$ cat src/rtl/mac_result_unpacker_if.sv
// Byte-stream link between mac_result_unpacker (master) and the narrow
// downstream consumer (slave). One byte per valid/ready handshake;
// byte_last marks the final byte of each 20-bit result.
interface mac_result_unpacker_if;
  logic [7:0] byte_out;
  logic       byte_valid;
  logic       byte_ready;
  logic       byte_last;

  modport master (
    output byte_out,
    output byte_valid,
    output byte_last,
    input  byte_ready
  );

  modport slave (
    input  byte_out,
    input  byte_valid,
    input  byte_last,
    output byte_ready
  );
endinterface

$ cat src/rtl/mac_result_unpacker.sv
// mac_result_unpacker: captures 20-bit accumulator results into a small FIFO
// and streams each one out LSB-first as bytes over a valid/ready link.
// The accumulator cannot stall, so a result arriving while the FIFO is full
// is discarded and the sticky 'dropped' flag is raised.
//
// Optional feature: define UNPACK_CHECKSUM_EN to append a fourth byte per
// word holding the XOR of the three data bytes (byte_last moves to it).
module mac_result_unpacker #(
  parameter int DEPTH = 4,   // FIFO depth in words, power of two, >= 2
  parameter int W     = 20   // result width, fixed at 20
) (
  input  logic                     clk,
  input  logic                     reset,
  input  logic [W-1:0]             f_in,
  input  logic                     valid_in,
  mac_result_unpacker_if.master    link,
  output logic [$clog2(DEPTH):0]   count,
  output logic                     full,
  output logic                     dropped
);

  localparam int PW = $clog2(DEPTH);
  localparam int CW = PW + 1;
  localparam logic [CW-1:0] DEPTH_C = CW'(DEPTH);

  typedef enum logic [2:0] {
    S_IDLE,
    S_B0,
    S_B1,
    S_B2,
    S_B3
  } state_t;

  // FIFO storage and bookkeeping
  logic [W-1:0]  mem_q [DEPTH];
  logic [PW-1:0] wr_ptr_q, wr_ptr_d;
  logic [PW-1:0] rd_ptr_q, rd_ptr_d;
  logic [CW-1:0] count_q, count_d;
  logic          dropped_q, dropped_d;

  // Serializer
  state_t        state_q, state_d;
  logic [W-1:0]  sh_q, sh_d;

  logic          push, pop, drop, hs, full_c;
  logic [7:0]    byte_out_c;
  logic          byte_valid_c, byte_last_c;

  assign full_c = (count_q == DEPTH_C);
  assign push   = valid_in && !full_c;
  // A full FIFO drops the incoming word even if a pop frees a slot on the
  // same edge: the decision uses the pre-edge occupancy.
  assign drop   = valid_in && full_c;
  assign hs     = byte_valid_c && link.byte_ready;

  // Output byte selection, decoded purely from the serializer state.
  // NOTE: every signal written in a combinational block gets a default at the
  // top, so no path leaves it unassigned and no latch is inferred.
  always_comb begin
    byte_out_c   = 8'h00;
    byte_valid_c = 1'b0;
    byte_last_c  = 1'b0;
    case (state_q)
      S_B0: begin
        byte_out_c   = sh_q[7:0];
        byte_valid_c = 1'b1;
      end
      S_B1: begin
        byte_out_c   = sh_q[15:8];
        byte_valid_c = 1'b1;
      end
      S_B2: begin
        byte_out_c   = {4'b0000, sh_q[19:16]};
        byte_valid_c = 1'b1;
`ifndef UNPACK_CHECKSUM_EN
        byte_last_c  = 1'b1;
`endif
      end
`ifdef UNPACK_CHECKSUM_EN
      S_B3: begin
        byte_out_c   = sh_q[7:0] ^ sh_q[15:8] ^ {4'b0000, sh_q[19:16]};
        byte_valid_c = 1'b1;
        byte_last_c  = 1'b1;
      end
`endif
      default: ;
    endcase
  end

  // Serializer next state: load the head word from IDLE, or straight after
  // the final byte's handshake so back-to-back words have no idle bubble.
  always_comb begin
    state_d = state_q;
    sh_d    = sh_q;
    pop     = 1'b0;
    if ((count_q != '0) && ((state_q == S_IDLE) || (hs && byte_last_c))) begin
      pop     = 1'b1;
      sh_d    = mem_q[rd_ptr_q];
      state_d = S_B0;
    end else if (hs) begin
      case (state_q)
        S_B0:    state_d = S_B1;
        S_B1:    state_d = S_B2;
`ifdef UNPACK_CHECKSUM_EN
        S_B2:    state_d = S_B3;
`endif
        default: state_d = S_IDLE;  // final byte taken, nothing queued
      endcase
    end
  end

  // FIFO pointer, occupancy and sticky-drop next-state logic.
  always_comb begin
    wr_ptr_d  = push ? wr_ptr_q + PW'(1) : wr_ptr_q;
    rd_ptr_d  = pop  ? rd_ptr_q + PW'(1) : rd_ptr_q;
    dropped_d = dropped_q || drop;
    count_d   = count_q;
    case ({push, pop})
      2'b10:   count_d = count_q + CW'(1);
      2'b01:   count_d = count_q - CW'(1);
      default: count_d = count_q;  // idle, or push and pop cancel
    endcase
  end

  // State registers; reset abandons any partial word and all buffered words.
  // NOTE: flops are updated with non-blocking assignments so every register
  // samples pre-edge values regardless of block evaluation order.
  always_ff @(posedge clk or posedge reset) begin
    if (reset) begin
      state_q   <= S_IDLE;
      sh_q      <= '0;
      wr_ptr_q  <= '0;
      rd_ptr_q  <= '0;
      count_q   <= '0;
      dropped_q <= 1'b0;
    end else begin
      state_q   <= state_d;
      sh_q      <= sh_d;
      wr_ptr_q  <= wr_ptr_d;
      rd_ptr_q  <= rd_ptr_d;
      count_q   <= count_d;
      dropped_q <= dropped_d;
    end
  end

  // FIFO storage write.
  // NOTE: the storage array is deliberately not reset; count_q gates every
  // read, so stale contents are never observed after reset.
  always_ff @(posedge clk) begin
    if (push) begin
      mem_q[wr_ptr_q] <= f_in;
    end
  end

  assign link.byte_out   = byte_out_c;
  assign link.byte_valid = byte_valid_c;
  assign link.byte_last  = byte_last_c;
  assign count           = count_q;
  assign full            = full_c;
  assign dropped         = dropped_q;

endmodule
$ cat src/flat_wrapper.sv
// flat-port wrapper written by rule: the top's interface ports become plain ports
module mac_result_unpacker_flat 
#(
  parameter int DEPTH = 4,                                             
  parameter int W     = 20                               
)
  (clk, reset, f_in, valid_in, count, full, dropped, link_byte_out, link_byte_valid, link_byte_last, link_byte_ready);
  mac_result_unpacker_if link_i ();
  input  logic clk;
  input  logic reset;
  input  logic [W-1:0] f_in;
  input  logic valid_in;
  output logic [$clog2(DEPTH):0] count;
  output logic full;
  output logic dropped;
  output wire logic [$bits(link_i.byte_out)-1:0] link_byte_out;
  output wire logic [$bits(link_i.byte_valid)-1:0] link_byte_valid;
  output wire logic [$bits(link_i.byte_last)-1:0] link_byte_last;
  input wire logic [$bits(link_i.byte_ready)-1:0] link_byte_ready;
  assign link_byte_out = link_i.byte_out;
  assign link_byte_valid = link_i.byte_valid;
  assign link_byte_last = link_i.byte_last;
  assign link_i.byte_ready = link_byte_ready;
  mac_result_unpacker #(.DEPTH(DEPTH), .W(W)) u_core (.clk(clk), .reset(reset), .f_in(f_in), .valid_in(valid_in), .link(link_i), .count(count), .full(full), .dropped(dropped));
endmodule
$ cat config.mk
export PLATFORM = sky130hd
export DESIGN_NAME = mac_result_unpacker_flat
export DESIGN_NICKNAME = d
export VERILOG_FILES = /design/src/rtl/mac_result_unpacker_if.sv /design/src/rtl/mac_result_unpacker.sv /design/src/flat_wrapper.sv
export SDC_FILE = /design/constraint.sdc
export NUM_CORES = 1
export LEC_CHECK = 0
export ABC_AREA = 1
export BUFFER_PORTS_ARGS = -buffer_cell sky130_fd_sc_hd__buf_2
export CORE_UTILIZATION = 54
export CTS_CLUSTER_DIAMETER = 30
export DETAILED_ROUTE_END_ITERATION = 7
export PLACE_DENSITY = 0.76
export SYNTH_ARGS = -nofsm -noshare
export SYNTH_HDL_FRONTEND = slang
export SYNTH_SLANG_ARGS = --single-unit
$ cat constraint.sdc
create_clock -name clk -period 2.27 [get_ports clk]
set_input_delay 0.1135 -clock clk [delete_from_list [all_inputs] [get_ports clk]]
set_output_delay 0.1135 -clock clk [all_outputs]
set_load 0.01 [all_outputs]
==> impl_results.md <==
* Status: complete, but fails checks
* Failing checks: design-rule violations
* Crit path kind: register to register
* Required time of the critical path at 2540 ps
* Final wirelength at 9392 um
* Hold Path Origin: link_byte_ready
* Levels on crit path at 11
* DRC viols at 2
* Initial antenna violation count at 0
* Via count at 3,398
* Worst path buffer plus inverter count at 2
* Die H at 97.75 um
* # clock sinks at 110
* Port Buffers at 38
* Die area at 9555 um^2
* Ant diodes at 0
* CTS tree: done
* Yosys warning count at 0
* Sequential share of power at 42.7%
* Number of global-route vias before repair at roughly 3,400
* Leakage at ~2.8 nW
* Combinational power share at 41.6%
* Detailed Routing Iterations Pass 1 at 7
* Final number of max-transition violations at 0
* CP arrival at 2320 ps
* Delay-heaviest family, CP: adder cells
* FF-to-FF path depth at 11
* Clk_lat worst skew at 370 ps
* CP Capture Type: register
* Area contributors post-synth: edfxtp_1 (49%), dfrtp_1 (15%), nand2_1 (15%)
* Filler Cells Inserted at 694
* Max VDD drop at 495.0 uV
* Seq cells post-synth at 110
* Nets at 612
* Post-Route Skew at 15.62 ps
* Syn-to-layout area delta at 14.15%
* Slowest CP cell: dfrtp_1
* Final setup TNS at 0 ps
* First-pass GRT wire length at ~16,000 um
* Synth unique cells at 23
* CTS root buf: clkbuf_8
* Vias per inst at 4.932
* Fin crit period at between 2000 and 2500 ps
* RSZ-0062 raised after global routing: false
* RR Endpoint: u_core.count[2]
* Startpoint Class: register
* Proportion of layout cells with a drive suffix above 1 at 13.43%
* Gpl congestion at 0.8165
* Largest area contributor in the netlist: edfxtp_1
* Worst Tran Pin Value at 758.9 ps
* Resized Gates After CTS at 0
* Path type of the worst min-delay path: input port to register
* Syn_area_per_cell at 9.670 um^2
* R2r setup slk at 220 ps
* Clock buffer count from CTS at 9
* Clock slew at reported path FFs at 110 ps
* Net load switching power at 2.862 mW
* Clock Power Share at 15.8%
* Final hold vios at 0
* Post-Route Utilization at between 60 and 70%
* Cells after Synth at 512
* Initial Util at 56.22%
* Max cap viols at 0
* Share of the synthesized area in the top cell type at between 40 and 50%
* Crit path cell chain: ha_1 -> nand2_1 -> nand2_2 -> nand2_4 -> clkinv_4 -> ha_1 -> inv_1 -> fa_1 -> nand2_1 -> nand3_1 -> xor2_1
* Period utilization at 90.33%
* I/O pin count at 39
* RR Startpoint: u_core.state_q[1]
* Clock buffer depth at 2
* Post-CTS Hold Fix Bufs at 22
* Final setup viols at 0
* HPWL after DPL at 5896 um
* Worst path max stage delay at 430 ps
* CP Capture Point: u_core.count[2]
* Power Density at 1239 nW/um^2
* Max frequency at 0.4877 GHz
* Post-CTS Setup Inserts at 0
* Worst Setup SP: u_core.state_q[1]
* Site row count at 34
* Core footprint at slightly below 9000 um^2
* Switching share of power at 40.86%
* Internal Dissipation at 4.142 mW
* GRT Overall Usage at 21.70%
* Slew headroom at 49.35%
* Overflow after GRT at 0
* Area of the mapped netlist at 4951 um^2
* H-tree depth at 3
* Routed WL per cell at 13.63 um
* Post-synthesis sequential area ratio at 63.68%
* CP max FO at 6
* Initial DRC count at 214
* Routed Antenna Nets at 0
* Syn nets at 548
* Largest net degree at the start of global routing at 42
* DIE WIDTH at just under 100 um
==> metal layers <==
layer | share of wire (%) | vias to the layer above | GRT usage (%)
li1 | - | 1693 | -
met1 | 45 | 1603 | 27.35
met2 | 49 | 82 | 37.15
met3 | 4.0 | 20 | 4.080
met4 | 2.4 | 0 | 8.974
met5 | 0 | - | 0
==> logic make-up (layout without fill, tap and decap cells) <==
group,Yosys count,count (layout),share of synthesized area (%)
simple gates,254,254,20.90
fa+ha+maj,12,12,3.184
flops,110,110,63.68
compound gates,7,7,0.7580
xor+xnor,5,5,0.8847
buf+inv,124,193,10.59
==> registers in the layout, summed over array words and instances (netlist names) <==
name / cells
u_core.state_q: 2
u_core.dropped: 1
u_core.sh_q: 20
u_core.wr_ptr_q: 2
u_core.count: 3
u_core.mem_q: 80
u_core.rd_ptr_q: 2
==> power by group through the flow <==
stage          combinational [mW]  clock (mW)  sequential, mW
2_1_floorplan                2.15           0            2.99
3_3_place_gp                 2.79           0            3.01
3_5_place_dp                 2.88           0            3.03
4_1_cts                      2.93        1.11            2.98
5_1_grt                      3.31        1.19            3.04
6_report                     2.91        1.10            2.99
==> how the worst min path moves through the flow <==
| stage | to | slack (ps) | depth (start not counted) |
|---|---|---|---|
| floorplan | u_core.count[0] | 200 | 1 |
| global placement | u_core.sh_q[15] | 210 | 3 |
| detailed placement | u_core.count[1] | 220 | 3 |
| CTS | u_core.state_q[0] | 40 | 3 |
| global route | u_core.state_q[0] | 50 | 3 |
| finish | u_core.state_q[0] | 50 | 3 |
==> synth_stat cells <==
cell type / instances
nand2_1: 196
inv_1: 101
edfxtp_1: 80
nand3_1: 50
dfrtp_1: 30
ha_1: 11
buf_4: 8
buf_2: 7
a21oi_1: 4
nor2_1: 4
inv_2: 3
xor2_1: 3
buf_6: 2
clkbuf_1: 2
nand2_2: 2
xnor2_1: 2
a21o_1: 1
clkinv_4: 1
fa_1: 1
nand2_4: 1
nand3_2: 1
o21ai_0: 1
o21ai_1: 1
==> cell type report <==
type / instances / area [um^2] / share of cell area [%]
multi-input cells: 278 / 1284 / 22.71
well taps: 108 / 135.1 / 2.391
inverters: 105 / 399.1 / 7.062
flip-flops and latches: 110 / 3153 / 55.79
clock buffers: 9 / 123.9 / 2.192
repair buffers: 72 / 500.5 / 8.855
clock inverters: 7 / 56.30 / 0.9962
==> worst reg2reg max path, cell delays in order, from the launching register on <==
cell and delay (ps):
dfrtp_1 430, ha_1 310, nand2_1 100, nand2_2 90
nand2_4 60, clkinv_4 50, ha_1 150, inv_1 70
fa_1 390, nand2_1 80, nand3_1 80, xor2_1 140
==> cell usage in the layout, fill, tap and decap left out <==
master and n:
inv_6 2, a21oi_1 4, inv_8 1, inv_1 101, dlygate4sd3_1 22, o21ai_0 1, xor2_1 3, clkinv_2 2
inv_2 3, fa_1 1, edfxtp_1 80, a21o_1 1, ha_1 11, clkbuf_8 9, o21ai_1 1, dfrtp_1 30
nand2_2 2, nor2_2 4, buf_4 12, nand2_4 1, nand3_1 50, nand3_2 1, clkinv_4 3, xnor2_1 2
nand2_1 196, buf_2 38
==> through the flow <==
step           power [mW]  instance area [um^2]  std cells  setup slack, ps  hold WS [ps]
2_1_floorplan       5.143                  4951        512            189.5         204.3
3_3_place_gp        5.798                  5251        651            353.1         205.9
3_5_place_dp        5.908                  5251        651            213.9         215.9
4_1_cts             7.023                  5652        689            214.6         44.19
5_1_grt             7.541                  5652        689            56.06         53.45
6_report            7.004                  5652        689            219.5         52.67
No activity file was read; power rests on OpenSTA's default activity.
